--- config.mk ---
export PLATFORM = sky130hd
export DESIGN_NAME = aes_reg_bank
export DESIGN_NICKNAME = d
export VERILOG_FILES = /design/src/rtl/aes_reg_pkg.sv /design/src/rtl/aes_share_unmask.sv /design/src/rtl/aes_reg_bank.sv
export SDC_FILE = /design/constraint.sdc
export NUM_CORES = 2
export LEC_CHECK = 0
export BUFFER_PORTS_ARGS = -buffer_cell sky130_fd_sc_hd__buf_2
export CAP_MARGIN = 20
export CORE_AREA = 3 3 646 648
export DETAILED_ROUTE_END_ITERATION = 10
export DIE_AREA = 0 0 649 651
export PLACE_DENSITY_LB_ADDON = 0.12
export SLEW_MARGIN = 20
export SYNTH_ARGS = -nofsm -noshare
export SYNTH_HDL_FRONTEND = slang
export SYNTH_SLANG_ARGS = --single-unit
--- constraint.sdc ---
create_clock -name clk_i -period 20.8 [get_ports clk_i]
set_input_delay 2.08 -clock clk_i [delete_from_list [all_inputs] [get_ports clk_i]]
set_output_delay 2.08 -clock clk_i [all_outputs]
set_load 0.01 [all_outputs]
--- src/rtl/aes_reg_pkg.sv ---
// Shared definitions for the AES register bank: key-length modes, destruct FSM states,
// share-width derivation and the masked-to-standard basis map.
package aes_reg_pkg;

    typedef enum logic [1:0] {
        MODE_ILL = 2'b00,
        MODE_128 = 2'b01,
        MODE_192 = 2'b10,
        MODE_256 = 2'b11
    } aes_mode_e;

    typedef enum logic {
        ST_IDLE     = 1'b0,
        ST_DESTRUCT = 1'b1
    } destruct_state_e;

    function automatic int share_bw(input int shares);
        return 8 * shares;
    endfunction

    // Row r lists the masked-basis bits whose parity gives standard-basis bit r.
    localparam logic [7:0][7:0] BASIS_ROWS = {
        8'h80, 8'hC0, 8'h60, 8'h30, 8'h18, 8'h0C, 8'h06, 8'h03
    };

endpackage

--- src/rtl/aes_share_unmask.sv ---
// Combinational unmasking: XOR-folds the shares of each state byte and maps the
// folded byte from the masked basis into the standard AES basis.
module aes_share_unmask
    import aes_reg_pkg::*;
#(
    parameter int SHARES = 1
) (
    input  logic [16*share_bw(SHARES)-1:0] state,
    output logic [127:0]                   data
);

    localparam int BW = share_bw(SHARES);

    logic [7:0] folded [16];

    always_comb begin
        data = '0;
        for (int b = 0; b < 16; b++) begin
            folded[b] = '0;
            for (int s = 0; s < SHARES; s++) begin
                folded[b] = folded[b] ^ state[b*BW + s*8 +: 8];
            end
            for (int r = 0; r < 8; r++) begin
                data[b*8 + r] = ^(folded[b] & BASIS_ROWS[r]);
            end
        end
    end

endmodule

--- src/rtl/aes_reg_bank.sv ---
// Masked AES state/key/noise register bank with key destruction sequencer and an
// unmasked-result FIFO.
module aes_reg_bank
    import aes_reg_pkg::*;
#(
    parameter int SHARES            = 1,
    parameter int KEY_BYTES         = 32,
    parameter int NOISE_SZ          = 7,
    parameter int OBUF_DEPTH        = 2,
    parameter int DESTRUCT_CYCLES   = 3,
    parameter bit KEYEXPPROD_REG_EN = 1,
    localparam int BW               = share_bw(SHARES)
) (
    input  logic                    clk_i,
    input  logic                    srst_i,
    input  logic                    start_i,
    input  logic                    ctrl_st_ke,
    input  logic                    ctrl_st_code,
    input  logic                    ctrl_st_unmask,
    input  logic [1:0]              mode_i,
    input  logic [16*BW-1:0]        state_input_i,
    input  logic [16*BW-1:0]        state_code_i,
    input  logic [KEY_BYTES*BW-1:0] key_input_i,
    input  logic [KEY_BYTES*BW-1:0] key_ke_i,
    input  logic [NOISE_SZ*BW-1:0]  noise_input_i,
    input  logic [7:0]              keyexpprod_i,
    input  logic [KEY_BYTES*BW-1:0] rand_i,
    input  logic                    key_destruct_i,
    input  logic                    res_ready_i,
    output logic [16*BW-1:0]        state_o,
    output logic [KEY_BYTES*BW-1:0] key_o,
    output logic [NOISE_SZ*BW-1:0]  noise_o,
    output logic [7:0]              keyexpprod_o,
    output logic [127:0]            res_data_o,
    output logic                    res_valid_o,
    output logic                    res_overflow_o,
    output logic                    busy_o,
    output logic                    start_rej_o,
    output logic                    mode_err_o
);

    localparam int SW  = 16 * BW;
    localparam int KW  = KEY_BYTES * BW;
    localparam int NW  = NOISE_SZ * BW;
    localparam int CW  = (DESTRUCT_CYCLES > 1) ? $clog2(DESTRUCT_CYCLES) : 1;
    localparam int PW  = (OBUF_DEPTH > 1) ? $clog2(OBUF_DEPTH) : 1;
    localparam int NCW = $clog2(OBUF_DEPTH + 1);

    destruct_state_e fsm_q, fsm_d;
    logic [CW-1:0]   cnt_q, cnt_d;
    logic            idle, destruct_entry, destruct_now, start_acc, start_ign;
    logic [SW-1:0]   st_q;
    logic [KW-1:0]   key_q, key_start;
    logic [NW-1:0]   noise_q, noise_rot;
    logic            start_rej_q, mode_err_q;

    assign idle           = (fsm_q == ST_IDLE);
    assign destruct_entry = idle & key_destruct_i;
    assign destruct_now   = destruct_entry | ~idle;
    assign start_acc      = start_i & ~destruct_now;
    assign start_ign      = start_i & destruct_now;

    always_comb begin
        fsm_d = fsm_q;
        cnt_d = cnt_q;
        case (fsm_q)
            ST_IDLE: begin
                if (key_destruct_i) begin
                    fsm_d = ST_DESTRUCT;
                    cnt_d = CW'(DESTRUCT_CYCLES - 1);
                end
            end
            ST_DESTRUCT: begin
                if (cnt_q == '0) fsm_d = ST_IDLE;
                else             cnt_d = cnt_q - 1'b1;
            end
            default: fsm_d = ST_IDLE;
        endcase
    end

    // Key bytes beyond the selected key length are cleared; the illegal mode behaves as 128.
    always_comb begin
        key_start = key_input_i;
        for (int i = 0; i < KEY_BYTES; i++) begin
            if ((i >= 16 && (mode_i == MODE_128 || mode_i == MODE_ILL)) ||
                (i >= 24 && mode_i == MODE_192)) begin
                key_start[i*BW +: BW] = '0;
            end
        end
    end

    if (NOISE_SZ > 1) begin : g_rot
        assign noise_rot = {noise_q[NW-BW-1:0], noise_q[NW-1 -: BW]};
    end else begin : g_no_rot
        assign noise_rot = noise_q;
    end

    always_ff @(posedge clk_i) begin
        if (srst_i) begin
            fsm_q       <= ST_IDLE;
            cnt_q       <= '0;
            st_q        <= '0;
            key_q       <= '0;
            noise_q     <= '0;
            start_rej_q <= 1'b0;
            mode_err_q  <= 1'b0;
        end else begin
            fsm_q       <= fsm_d;
            cnt_q       <= cnt_d;
            start_rej_q <= start_ign;
            mode_err_q  <= start_acc & (mode_i == MODE_ILL);
            if (destruct_now) begin
                key_q   <= rand_i;
                st_q    <= rand_i[SW-1:0];
                noise_q <= rand_i[NW-1:0];
            end else begin
                if (start_acc)       key_q <= key_start;
                else if (ctrl_st_ke) key_q <= key_ke_i;
                if (start_acc)         st_q <= state_input_i;
                else if (ctrl_st_code) st_q <= state_code_i;
                if (start_acc)         noise_q <= noise_input_i;
                else if (ctrl_st_code) noise_q <= noise_rot;
            end
        end
    end

    if (KEYEXPPROD_REG_EN) begin : g_kep
        logic [7:0] kep_q;
        always_ff @(posedge clk_i) begin
            if (srst_i) kep_q <= '0;
            else        kep_q <= start_acc ? 8'h00 : keyexpprod_i;
        end
        assign keyexpprod_o = kep_q;
    end else begin : g_no_kep
        assign keyexpprod_o = 8'h00;
    end

    // Result port: a word transfers on a clock edge where res_valid_o and res_ready_i are
    // both high; res_data_o shows the oldest word whenever res_valid_o is high.
    logic [127:0]   unmask_data;
    logic [127:0]   obuf_q [OBUF_DEPTH];
    logic [PW-1:0]  wptr_q, rptr_q;
    logic [NCW-1:0] count_q;
    logic           full, push, pop, do_push, ovf_q;

    aes_share_unmask #(.SHARES(SHARES)) u_unmask (
        .state (st_q),
        .data  (unmask_data)
    );

    function automatic logic [PW-1:0] ptr_inc(input logic [PW-1:0] p);
        return (p == PW'(OBUF_DEPTH - 1)) ? '0 : p + 1'b1;
    endfunction

    assign push    = ctrl_st_unmask;
    assign pop     = res_valid_o & res_ready_i;
    assign full    = (count_q == NCW'(OBUF_DEPTH));
    assign do_push = push & (~full | pop);

    always_ff @(posedge clk_i) begin
        if (srst_i) begin
            wptr_q  <= '0;
            rptr_q  <= '0;
            count_q <= '0;
            ovf_q   <= 1'b0;
            for (int i = 0; i < OBUF_DEPTH; i++) obuf_q[i] <= '0;
        end else if (destruct_entry) begin
            wptr_q  <= '0;
            rptr_q  <= '0;
            count_q <= '0;
        end else begin
            if (do_push) begin
                obuf_q[wptr_q] <= unmask_data;
                wptr_q         <= ptr_inc(wptr_q);
            end
            if (pop) rptr_q <= ptr_inc(rptr_q);
            count_q <= count_q + NCW'(do_push) - NCW'(pop);
            if (push & full & ~pop) ovf_q <= 1'b1;
        end
    end

    assign state_o        = st_q;
    assign key_o          = key_q;
    assign noise_o        = noise_q;
    assign res_valid_o    = (count_q != '0);
    assign res_data_o     = res_valid_o ? obuf_q[rptr_q] : '0;
    assign res_overflow_o = ovf_q;
    assign busy_o         = ~idle;
    assign start_rej_o    = start_rej_q;
    assign mode_err_o     = mode_err_q;

endmodule

# After elaboration in Yosys (flattened, before gate mapping)
# Memories as Yosys holds them, arrays and structs flattened. A register that Yosys moved wholly into a read port is not among the register bits.
# Cells that the tools add are included.
dict set report classes {
  add_sub_neg 5
  n_eq_ne 5
  mux 45
  bitwise_logic 15
  reduce_logical 140
}
# operator n
set ops {}
lappend ops {{$reduce_xor 8->1} 128}
lappend ops {{$mux 256} 3}
lappend ops {{$mux 128} 5}
lappend ops {{$mux 56} 3}
lappend ops {{$mux 8} 16}
lappend ops {{$reduce_or 128->1} 1}
lappend ops {{$mux 1} 14}
lappend ops {{$and 1x1->1} 8}
lappend ops {{$reduce_bool 3->1} 2}
lappend ops {{$not 1->1} 5}
lappend ops {{$eq 2x2->1 const B} 2}
lappend ops {{$logic_not 2->1} 2}
lappend ops {{$mux 2} 2}
lappend ops {{$ne 2x2->1 const B} 2}
lappend ops {{$pmux 2 s2} 1}
lappend ops {{$reduce_and 2->1} 2}
lappend ops {{$reduce_or 2->1} 2}
lappend ops {{$add 1x1->1 const B} 2}
lappend ops {{$add 2x1->2} 1}
lappend ops {{$eq 2x1->1 const B} 1}
lappend ops {{$logic_or 1x1->1} 2}
lappend ops {{$or 1x1->1} 2}
lappend ops {{$pmux 1 s2} 1}
lappend ops {{$reduce_bool 2->1} 1}
lappend ops {{other kinds (2)} 2}
dict set report word_totals {
  ff_bits 458
  ramBits 256
  inputBits 1098
  out_inout_bits 581
  elab_cells 223
  n_memories 1
}
# name depth word_bits rd rd_clocked_by_memory_dff wr line_no
set memory_table {}
lappend memory_table {obuf_q 2 128 1 1 2 aes_reg_bank.sv:141} ;# logic [127:0] obuf_q [OBUF_DEPTH];

# Longest topological paths before layout
dict set report logic_depth {
  ltp_word 10
  ltp_mapped 8
  mapped_depth_nobuf 8
}

# By module
# From an unflattened synthesis, not the netlist that was laid out.
dict set report unflattened {
  cells_unflattened 4147
  area_unflattened_um2 37588.6
}
# module instances cells_per_inst area_each_um2 seq_area_each_um2
set by_module_without_submodules {}
lappend by_module_without_submodules {aes_reg_bank 1 4019 36487.5 16876.2}
lappend by_module_without_submodules {aes_share_unmask 1 128 1101.1 0.0}

# Least setup slack after synthesis
# OpenSTA, ideal clock, no wires.
dict set report synth_timing {
  kind {input to register}
  startpoint {input port srst_i}
  endpoint {memory obuf_q[0][0] (enable)}
  setup_time_ps 792
  t_arrival_ps 11727
  required_time_ps 20008
  path_slack_ps 8281
  cell_stages 5
  path_buffers 2
  cell_sequence {clkbuf_1 > inv_2 > nand4_1 > clkbuf_1 > o21ai_0}
}
# element line_no
set synth_rtl {}
lappend synth_rtl {{start, declared} aes_reg_bank.sv:15} ;# input logic srst_i,
lappend synth_rtl {{end, declared} aes_reg_bank.sv:141}

==> results.txt <==
----------------------------------------------------
[Outcome]
  Run status ... finished, final reports clean

[STA]
  Maximum clock frequency ... ~150 MHz
  Setup TNS ... 0 ps
  Min cycle time layout ... between 6000 and 7000 ps
  Count of final max-slew check failures ... 0
  Post-route fraction of the period consumed by the critical path ... between 30% and 40%
  Hold Fails Final Rpt ... 0
  Max-slew headroom at the worst pin ... about an eighth
  Unrepaired setup endpoints after global routing ... false
  Clock Skew ... 43.0 ps
  Worst-Margin Slew ... about 1300 ps
  Final setup viols ... 0

[Synthesis]
  Post-synthesis register bit count ... between 700 and 800
  Sequential share of the synthesized area ... ~47%
  Proportion of synthesized flip-flops having asynchronous set or reset ... 0%
  Post-synth top area share ... between 20% and 30%
  Post-synth EDFFs ... approximately 260
  Synth top cells by count ... 459 x dfxtp_1, 445 x nand2_1, 291 x clkbuf_1
  Simple-Gate Fraction of Synth Area ... 15.3%
  Multiplexer fraction of the synthesized cell area ... under 10%
  Compound-cell area share of the yosys netlist ... 23.5%
  Gate count of the mapped netlist ... approximately 3700
  Cell area after synthesis ... between 30000 and 40000 sq um
  Most frequent cell after synthesis ... dfxtp_1
  Count of different cell masters after synthesis ... 54
  Leading register cell type out of synthesis ... dfxtp_1
  Count of yosys warnings during synthesis ... 0
  Xor/xnor cell area share of the yosys netlist ... under 10%
  Largest family of logic cells by synthesized area ... compound AO/OA/AOI/OAI gates
  Mean instance size in the synthesized netlist ... slightly below 10 sq um
  Post-Synth Adder-Cell Area ... 0.105%
  Net count after synthesis ... between 4000 and 5000
  Library cell occupying the most area in the post-synthesis netlist ... dfxtp_1
  Top area cells in the synthesized netlist ... dfxtp_1 26%, edfxtp_1 22%, o211ai_1 4.8%

[Detailed routing]
  Vias per std cell ... around 3.5
  Count of TritonRoute iterations in the first routing pass ... 5
  Average detailed-routed wire length per instance ... 32.0 um
  Drc violations ... 0
  DRT iter0 DRCs ... between 2000 and 3000
  Via count ... between 30000 and 40000
  Number of nets still failing antenna checks after routing ... 0
  Total Routed Length ... roughly 340 mm

[Layout]
  Layout fillers ... between 40000 and 50000
  Nets ... 6238
  Area growth, synth to finish ... 51.9%
  Non-filler instance count after layout ... 10756
  Fraction of final layout cells sized beyond drive strength 1 ... between 30% and 40%

[Power]
  Internal power ... between 3 and 4 mW
  Share of total power in combinational logic ... about a fifth
  Part of the total power dissipated in the clock network ... approximately 43%
  Total leakage power ... around 22 nW
  Switching Share ... between 30% and 40%
  Proportion of power drawn by flip-flops and latches ... 36.4%
  Worst IR Drop VDD ... 0.0000690 V
  Switching component of the power ... between 1.5 and 2 mW
  Power density over the cells ... 86.2 nW/um^2

[Worst setup path]
  Cell type of the slowest stage on the worst timing path ... buf_4
  Data arrival time of the critical path ... 4660 ps
  CP Cell Sequence ... buf_4 > buf_4 > buf_4 > mux2i_1 > nor2_1 > buf_2
  Delay of the slowest cell on the worst path ... between 700 and 800 ps
  Most frequent cell on the critical path ... buf_4
  Kind of cell with the highest combined delay on the critical path ... buffers and inverters
  Startpoint type of the worst setup path ... register
  Worst endpoint required time ... roughly 19000 ps
  Setup slack on the worst flop-to-flop path ... 16410 ps
  Setup Crit Path Kind ... register to output port
  Worst Path Max Fanout ... 43
  Endpoint type of the worst setup path ... output port
  CP Buf/Inv Count ... 4

[GRT]
  Number of global-route vias before repair ... around 38000
  Overall overflow remaining after global route ... 0
  Number of antenna violations at the first check in global routing ... 240
  Total Routing Usage GR ... ~16%
  Global-route wire length before repair ... 432 mm
  Pin count of the biggest net entering global routing ... roughly 130

[Clocking]
  Number of levels the H-tree was split into ... 3
  Hold-fix buffers, CTS ... 0
  Clock tree sinks ... 715
  # Post-CTS Setup Buffers ... 0
  Clock root buffer ... clkbuf_16
  Clock latency on the worst-skew pair ... slightly below 900 ps
  Count of cells resized by post-cts repair ... 0
  Clock transition at the register clock pins on the worst setup and hold paths after CTS ... approximately 60 ps
  CTS tree ... built
  Max Buffers Root-to-Sink ... 4
  Clock buffer count from CTS ... 115

[Floorplan]
  Chip height ... 651 um
  Top-level I/O count ... between 1500 and 2000
  Initial cell density of the core ... approximately 8.6%
  Die X-Extent ... about 650 um
  Die Area ... between 400000 and 500000 sq um
  Site row count ... 236
  CORE AREA ... approximately 410000 sq um

[Flow run]
  Total of max-cap violations ... 0

[Placement]
  Inst Count DP ... about 10000
  Hpwl dp ... ~280 mm
  Quantity of I/O buffers inserted on ports ... approximately 1700
  Global placer's final weighted congestion ... 0.874

[Min path]
  Min-Delay Path Class ... register to register

----------------------------------------------------
final cells by class:
cell class | count | area (sq um) | share of cell area, %
repair buffers | 1774 | 9250 | 17.1
inverters | 13 | 56.3 | 0.104
diodes | 53 | 133 | 0.245
multi-input cells | 2518 | 17100 | 31.7
flip-flops and latches | 715 | 16900 | 31.2
well taps | 5474 | 6850 | 12.7
clock buffers | 167 | 3310 | 6.12
clock inverters | 42 | 444 | 0.822
power groups by stage:
stage	Sequential [mW]	Combinational, mW	Clock [mW]
CTS	1.71	0.991	2.13
floorplan	1.70	0.372	0
finish	1.70	0.946	2.02
detailed placement	1.73	0.989	0
global placement	1.74	0.988	0
global route	1.71	1.02	2.16
kinds of logic (layout without fill, tap and decap cells):
kind of cell	count (synthesis)	count (layout)
AO/OA/AOI/OAI	1106	1106
AND/OR/NAND/NOR	1084	1084
flip-flops	715	715
buffers and inverters	419	1996
multiplexers	210	210
XOR/XNOR	115	115
adder cells (fa/ha/maj)	3	3
other	0	53
routing by layer:
layer / vias up / global-route usage, % / part of all wire [%]
met5: - / 0 / 0.25
met4: 132 / 3.01 / 2.1
met3: 507 / 4.37 / 6.8
met2: 1591 / 27.9 / 50
met1: 18928 / 18.3 / 40
li1: 16746 / - / -
path summary, 6_finish.rpt:
| kind | startpoint | end | cells after the start |
|---|---|---|---|
| worst max-delay path | register | res_data_o[96] | 6 |
| worst min-delay path | key_o[127]$_SDFFE_PP0P_ | key_o[127]$_SDFFE_PP0P_ | 1 |
| worst max register to register | busy_o$_SDFF_PP0_ | obuf_q[1][100]$_SDFFCE_PN0P_ | 6 |
| worst min register to register | key_o[127]$_SDFFE_PP0P_ | key_o[127]$_SDFFE_PP0P_ | 1 |
flip-flops by register name (all words and copies together), names as in the netlist, 2 cells and up, named ones only:
signal and flops:
key_o 256, obuf_q 256, state_o 128, cnt_q 2
noise_o 56, count_q 2, keyexpprod_o 8
through the flow:
stage	hold slack [ps]	utilization, %	setup slack [ps]	area, sq um	power, mW
floorplan	450	-	8280	35600	2.07
global placement	444	12.1	14420	50100	2.72
detailed placement	445	12.2	14370	50200	2.72
CTS	460	13.1	13820	53900	4.82
global route	475	13.1	13790	54000	4.89
finish	460	13.1	14060	54100	4.66
worst register-to-register path, stage by stage (launching register included):
cell and delay, ps:
dfxtp_4 620, nor2b_1 170, nor4_2 160, buf_4 650
a21o_4 750, buf_4 680, buf_4 830
cell usage in the layout, fill, tap and decap left out, types with 50 or more instances in the layout:
cell	netlist	final
diode_2	0	53
a221o_1	111	111
dfxtp_1	459	456
nor3b_1	129	129
o21ai_0	88	87
nand3_1	74	74
o21a_1	55	55
nor2b_1	51	51
o211ai_1	229	229
buf_2	62	1674
and3_1	130	130
a211oi_1	108	102
edfxtp_1	256	256
nand2_1	445	445
a32oi_1	58	58
xor2_1	113	113
clkbuf_16	0	118
mux2i_1	170	168
nor2_1	141	137
buf_4	22	90
a21oi_1	165	165
a22o_1	180	180
and2_1	51	50
No activity file was read; power rests on OpenSTA's default activity.
